**config.mk**
```make
export PLATFORM = sky130hd
export DESIGN_NAME = ss_pmod_gpio
export DESIGN_NICKNAME = d
export VERILOG_FILES = /design/src/rtl/ss_pmod_gpio.sv
export SDC_FILE = /design/constraint.sdc
export NUM_CORES = 1
export LEC_CHECK = 0
export CAP_MARGIN = 10
export CORE_ASPECT_RATIO = 1.1
export CORE_MARGIN = 4
export CORE_UTILIZATION = 60
export DETAILED_ROUTE_END_ITERATION = 8
export DONT_BUFFER_PORTS = 1
export PLACE_DENSITY = 0.87
export SETUP_SLACK_MARGIN = 0.02
export SLEW_MARGIN = 5
export SYNTH_ARGS = -nofsm -noshare
export SYNTH_HDL_FRONTEND = slang
export SYNTH_SLANG_ARGS = --single-unit
export TNS_END_PERCENT = 100
```
**constraint.sdc**
```tcl
create_clock -name clk_in -period 1.8 [get_ports clk_in]
set_clock_uncertainty 0.15 [all_clocks]
set_input_delay 0.18 -clock clk_in [delete_from_list [all_inputs] [get_ports clk_in]]
set_output_delay 0.18 -clock clk_in [all_outputs]
set_load 0.01 [all_outputs]
```
**src/rtl/ss_pmod_gpio.sv**
```systemverilog
// PMOD GPIO subsystem slot: APB register file, output drive/direction, synchronised
// input readback and sticky rising/falling edge capture feeding a level interrupt.
module ss_pmod_gpio #(
  parameter int          NUM_PINS    = 16,
  parameter int          SYNC_STAGES = 2,
  parameter logic [31:0] ID_VALUE    = 32'h5047_0001
) (
  input  logic                clk_in,
  input  logic                reset_int,
  input  logic                high_speed_clk,
  input  logic [31:0]         PADDR,
  input  logic                PENABLE,
  input  logic                PSEL,
  input  logic [31:0]         PWDATA,
  input  logic                PWRITE,
  output logic [31:0]         PRDATA,
  output logic                PREADY,
  output logic                PSLVERR,
  output logic                irq_3,
  input  logic                irq_en_3,
  input  logic [7:0]          ss_ctrl_3,
  input  logic [NUM_PINS-1:0] pmod_gpi,
  output logic [NUM_PINS-1:0] pmod_gpo,
  output logic [NUM_PINS-1:0] pmod_gpio_oe
);

  localparam logic [2:0] A_OUT     = 3'd0;
  localparam logic [2:0] A_OE      = 3'd1;
  localparam logic [2:0] A_IN      = 3'd2;
  localparam logic [2:0] A_RISE_EN = 3'd3;
  localparam logic [2:0] A_FALL_EN = 3'd4;
  localparam logic [2:0] A_STATUS  = 3'd5;
  localparam logic [2:0] A_ID      = 3'd6;
  localparam logic [2:0] A_BAD     = 3'd7;

  // APB handshake: a transfer is the single access-phase cycle (PSEL & PENABLE);
  // the slave never stalls, so PREADY simply mirrors that cycle.
  logic       acc;
  logic       wr;
  logic       en;
  logic [2:0] addr;

  assign acc  = PSEL & PENABLE;
  assign wr   = acc & PWRITE;
  assign en   = ss_ctrl_3[0];
  assign addr = PADDR[4:2];

  logic [SYNC_STAGES-1:0][NUM_PINS-1:0] sync_q;
  logic [NUM_PINS-1:0] in_q;
  logic [NUM_PINS-1:0] prev_q;
  logic [NUM_PINS-1:0] out_q, out_d;
  logic [NUM_PINS-1:0] oe_q, oe_d;
  logic [NUM_PINS-1:0] rise_en_q, rise_en_d;
  logic [NUM_PINS-1:0] fall_en_q, fall_en_d;
  logic [NUM_PINS-1:0] status_q, status_d;
  logic [NUM_PINS-1:0] rise, fall, set_mask;

  assign in_q     = sync_q[SYNC_STAGES-1];
  assign rise     = in_q & ~prev_q;
  assign fall     = ~in_q & prev_q;
  assign set_mask = (rise & rise_en_q) | (fall & fall_en_q);

  always_comb begin
    out_d     = out_q;
    oe_d      = oe_q;
    rise_en_d = rise_en_q;
    fall_en_d = fall_en_q;
    status_d  = status_q;
    if (wr) begin
      case (addr)
        A_OUT:     out_d     = PWDATA[NUM_PINS-1:0];
        A_OE:      oe_d      = PWDATA[NUM_PINS-1:0];
        A_RISE_EN: rise_en_d = PWDATA[NUM_PINS-1:0];
        A_FALL_EN: fall_en_d = PWDATA[NUM_PINS-1:0];
        A_STATUS:  status_d  = status_q & ~PWDATA[NUM_PINS-1:0];
        default:   ;
      endcase
    end
    // A capture on the same edge as a W1C must not be lost.
    if (en) status_d = status_d | set_mask;
  end

  always_ff @(posedge clk_in) begin
    if (reset_int) begin
      sync_q    <= '0;
      prev_q    <= '0;
      out_q     <= '0;
      oe_q      <= '0;
      rise_en_q <= '0;
      fall_en_q <= '0;
      status_q  <= '0;
    end else begin
      sync_q    <= {sync_q[SYNC_STAGES-2:0], pmod_gpi};
      prev_q    <= in_q;
      out_q     <= out_d;
      oe_q      <= oe_d;
      rise_en_q <= rise_en_d;
      fall_en_q <= fall_en_d;
      status_q  <= status_d;
    end
  end

  logic [31:0] rd_val;

  always_comb begin
    rd_val = '0;
    case (addr)
      A_OUT:     rd_val[NUM_PINS-1:0] = out_q;
      A_OE:      rd_val[NUM_PINS-1:0] = oe_q;
      A_IN:      rd_val[NUM_PINS-1:0] = in_q;
      A_RISE_EN: rd_val[NUM_PINS-1:0] = rise_en_q;
      A_FALL_EN: rd_val[NUM_PINS-1:0] = fall_en_q;
      A_STATUS:  rd_val[NUM_PINS-1:0] = status_q;
      A_ID:      rd_val               = ID_VALUE;
      default:   rd_val               = '0;
    endcase
  end

  assign PRDATA       = (acc & ~PWRITE) ? rd_val : 32'h0;
  assign PREADY       = acc;
  assign PSLVERR      = acc & (addr == A_BAD);
  assign irq_3        = irq_en_3 & en & (|status_q);
  assign pmod_gpo     = en ? out_q : '0;
  assign pmod_gpio_oe = en ? oe_q  : '0;

  logic unused_bits;
  assign unused_bits = ^{high_speed_clk, PADDR[31:5], PADDR[1:0], PWDATA, ss_ctrl_3[7:1]};

endmodule

```
==> results.py <==
metrics = {
    "pwr": {
        "total_power_w": 0.00669,
        "p_leak_nw": 2.72,
        "intPower_w": 0.00499,
        "switching_power_w": 0.00170,
        "ir_worst_vdd_v": 0.000528,
        "seqPwrFrac_pct": 43.8,
        "p_clk_share_pct": 48.4,
        "combPwrFrac_pct": 7.8,
        "swShare_pct": 25.4,
        "powerDensity_nw_per_um2": 879,
    },
    "clock_network": {
        "clkLatencyLatePin_ns": 0.55,
        "clock_path_buffers": 2,
        "cts_root_buf": "clkbuf_8",
        "clkSinkCount": 128,
        "clk_pin_slew_ns": 0.07,
        "ctsHtreeMaxLevel": 4,
        "cts_tree": "yes",
        "numCtsBuffers": 17,
    },
    "grt": {
        "grt_pass1_vias": 6134,
        "grt-ovfl-total": 0,
        "grt.total_usage_pct": 36.8,
        "grt_first_pass_wirelength_mm": 33.2,
        "antenna_found_initial": 0,
        "grt_start_max_net_pins": 80,
    },
    "worst_setup_path": {
        "worstPathRequired_ns": 1.47,
        "critPathCaptureType": "output pin",
        "critPathArrivalTime_ns": 1.70,
        "cp_max_fo": 3,
        "criticalPathCategory": "reg -> out",
        "reg2reg_slack_ns": 0.24,
        "startpoint_type": "flip-flop",
    },
    "final_layout": {
        "diodes": 0,
        "syn_to_final_growth_pct": 27.4,
        "final.fill_count": 487,
        "layout-drive-gt1-share_pct": 24.5,
        "fin_nets": 821,
    },
    "placement": {
        "numPortBuffers": 0,
        "dp_hpwl_mm": 11.0,
        "dp_slack_ns": 0.311,
        "finalWeightedCongestion": 0.906,
    },
    "sta": {
        "timing.final.ws_setup_ns": -0.231,
        "worst-slew-pin-transition_ns": 0.794,
        "fin_crit_ns": 2.03,
        "setup_viol": 16,
        "max_slew_margin_pct": 46.9,
        "rsz0062_at_grt": "yes",
        "maxClockFrequency_mhz": 492,
        "hold_violations": 0,
        "slew_violations": 0,
        "timing.final.crit_share_pct": 113,
    },
    "min_path": {
        "holdCritPathClass": "in -> reg",
    },
    "floorplanning": {
        "dieArea_um2": 11600,
        "rows": 37,
        "die_h_um": 113,
        "top_level_ports": 162,
        "design.core.area_um2": 9540,
        "initial_core_util_pct": 62.6,
        "die_w_um": 103,
    },
    "synth": {
        "ys_seq_elements": 128,
        "synthCells": 675,
        "synth-compound-area-share_pct": 20.0,
        "yosys.area_share.simple_pct": 22.7,
        "synth_top_family_by_area": "simple AND/OR/NAND/NOR gates",
        "async_reset_ff_share_pct": 0,
        "seq_area_frac_synth_pct": 42.9,
        "yosys_warnings": 0,
        "syn_area_per_cell_um2": 8.85,
        "synth_cell_type_count": 44,
        "synth-edff-count": 0,
        "synth_xor_area_share_pct": 0,
        "ys.flop_type": "dfxtp_1",
        "synthAdderAreaFrac_pct": 0,
        "syn_area_um2": 5970,
        "muxShareOfSynthArea_pct": 7.04,
    },
    "route": {
        "drt_iter0_markers": 1522,
        "drc_errors": 15,
        "wl_per_cell_um": 28.6,
        "firstDrtPassIters": 9,
        "routed_wl_mm": 24.5,
        "drt-vias-per-instance": 7.79,
        "vias": 6664,
        "final_antenna_net_count": 0,
    },
    "outcome": {
        "violations": "DRC, setup timing",
        "status": "finished with violations",
    },
    "run": {
        "drv_cap": 0,
    },
}
==> worst max-delay path, stage by stage, from the launching register on <==
cell,delay (ns)
dfxtp_1,0.34
mux4_2,0.50
a22oi_2,0.21
nor2_2,0.10
==> power groups by stage <==
stage	logic, W	registers, W	clock network (W)
floorplan	0.000300	0.00297	0
CTS	0.000443	0.00292	0.00320
global route	0.000529	0.00293	0.00334
finish	0.000522	0.00293	0.00324
global placement	0.000267	0.00298	0
detailed placement	0.000271	0.00298	0
==> what timing repair did <==
| action | 4_1_cts | 5_1_grt |
|---|---|---|
| setup endpoints to repair | 15 | 28 |
| pin swaps | 17 | 15 |
| buffers inserted | 6 | 5 |
| hold buffers | 65 | 4 |
| gates resized for setup | 71 | 44 |
| endpoints found under the hold margin | 128 | 3 |
==> through the flow <==
step | setup TNS, ns | hold WS (ns) | util (%) | std cells | area [um^2]
global route | -1.64 | 0.0847 | 79.8 | 856 | 7610
global placement | 0 | 0.112 | 61.6 | 745 | 5870
finish | -1.59 | 0.0663 | 79.8 | 856 | 7610
detailed placement | 0 | 0.110 | 61.6 | 745 | 5870
CTS | -0.707 | 0.00499 | 77.6 | 848 | 7400
floorplan | 0 | 0.158 | - | 684 | 6010
==> routing by layer <==
metal,global-route usage [%],wire (um),vias up
met3,15.5,4520,326
met4,23.0,2310,0
li1,-,-,2510
met2,54.0,9980,904
met5,0,0,-
met1,43.9,7670,2924
==> layout by cell type (no fill, tap or decap), drive strengths merged, types with 16 or more instances in the layout <==
master and n:
dfxtp 128, o21ai 81, nand3 81, a21oi 77, dlygate4sd3 66, nor2b 51, and2 35, buf 31
mux2 23, nand2 22, clkbuf 19, nand3b 16, a32o 16
==> state kept, by name, summed over array words and instances (netlist names) <==
| name | count |
|---|---|
| fall_en_q | 16 |
| in_q | 16 |
| oe_q | 16 |
| out_q | 16 |
| prev_q | 16 |
| rise_en_q | 16 |
| status_q | 16 |
| sync_q | 16 |
==> path summary, 6_finish.rpt <==
check / start / cells after the start / to
worst min register to register: sync_q[2] / 1 / in_q[2]
worst max register to register: out_q[4] / 3 / out_q[4]
worst max-delay path: out_q[15] / 3 / PRDATA[15]
worst min-delay path: PENABLE / 4 / oe_q[10]
==> area by class of cell <==
class / count / area [um^2] / area share (%)
clock buffers: 19 / 442 / 5.81
clock inverters: 13 / 115 / 1.51
inverters: 3 / 11.3 / 0.148
multi-input cells: 478 / 3350 / 44.1
flip-flops and latches: 128 / 2610 / 34.3
well taps: 117 / 146 / 1.92
repair buffers: 98 / 930 / 12.2
==> logic make-up after synthesis <==
logic type,after synthesis
AOI/OAI and AO/OA,204
buffers and inverters,78
DFF,128
muxes,31
other,1
and+or+nand+nor,233
==> synth_stat cells, types with 3 or more instances <==
master / n / area [um^2]
a211o_1: 3 / 26.3
a21boi_0: 3 / 22.5
a21oi_1: 77 / 385
a22oi_1: 12 / 90.1
a32o_1: 16 / 160
a32oi_1: 8 / 70.1
and2_1: 35 / 219
buf_2: 16 / 80.1
buf_4: 19 / 143
buf_6: 5 / 56.3
clkbuf_1: 30 / 113
clkbuf_2: 3 / 15.0
dfxtp_1: 128 / 2560
mux2_2: 23 / 259
mux2i_1: 3 / 30.0
mux4_1: 5 / 131
nand2_1: 22 / 82.6
nand3_1: 80 / 400
nand3b_1: 16 / 120
nor2_1: 8 / 30.0
nor2b_1: 51 / 319
nor4_1: 4 / 25.0
nor4bb_1: 3 / 30.0
o21ai_0: 81 / 405
(Power assumes the default switching activity.)
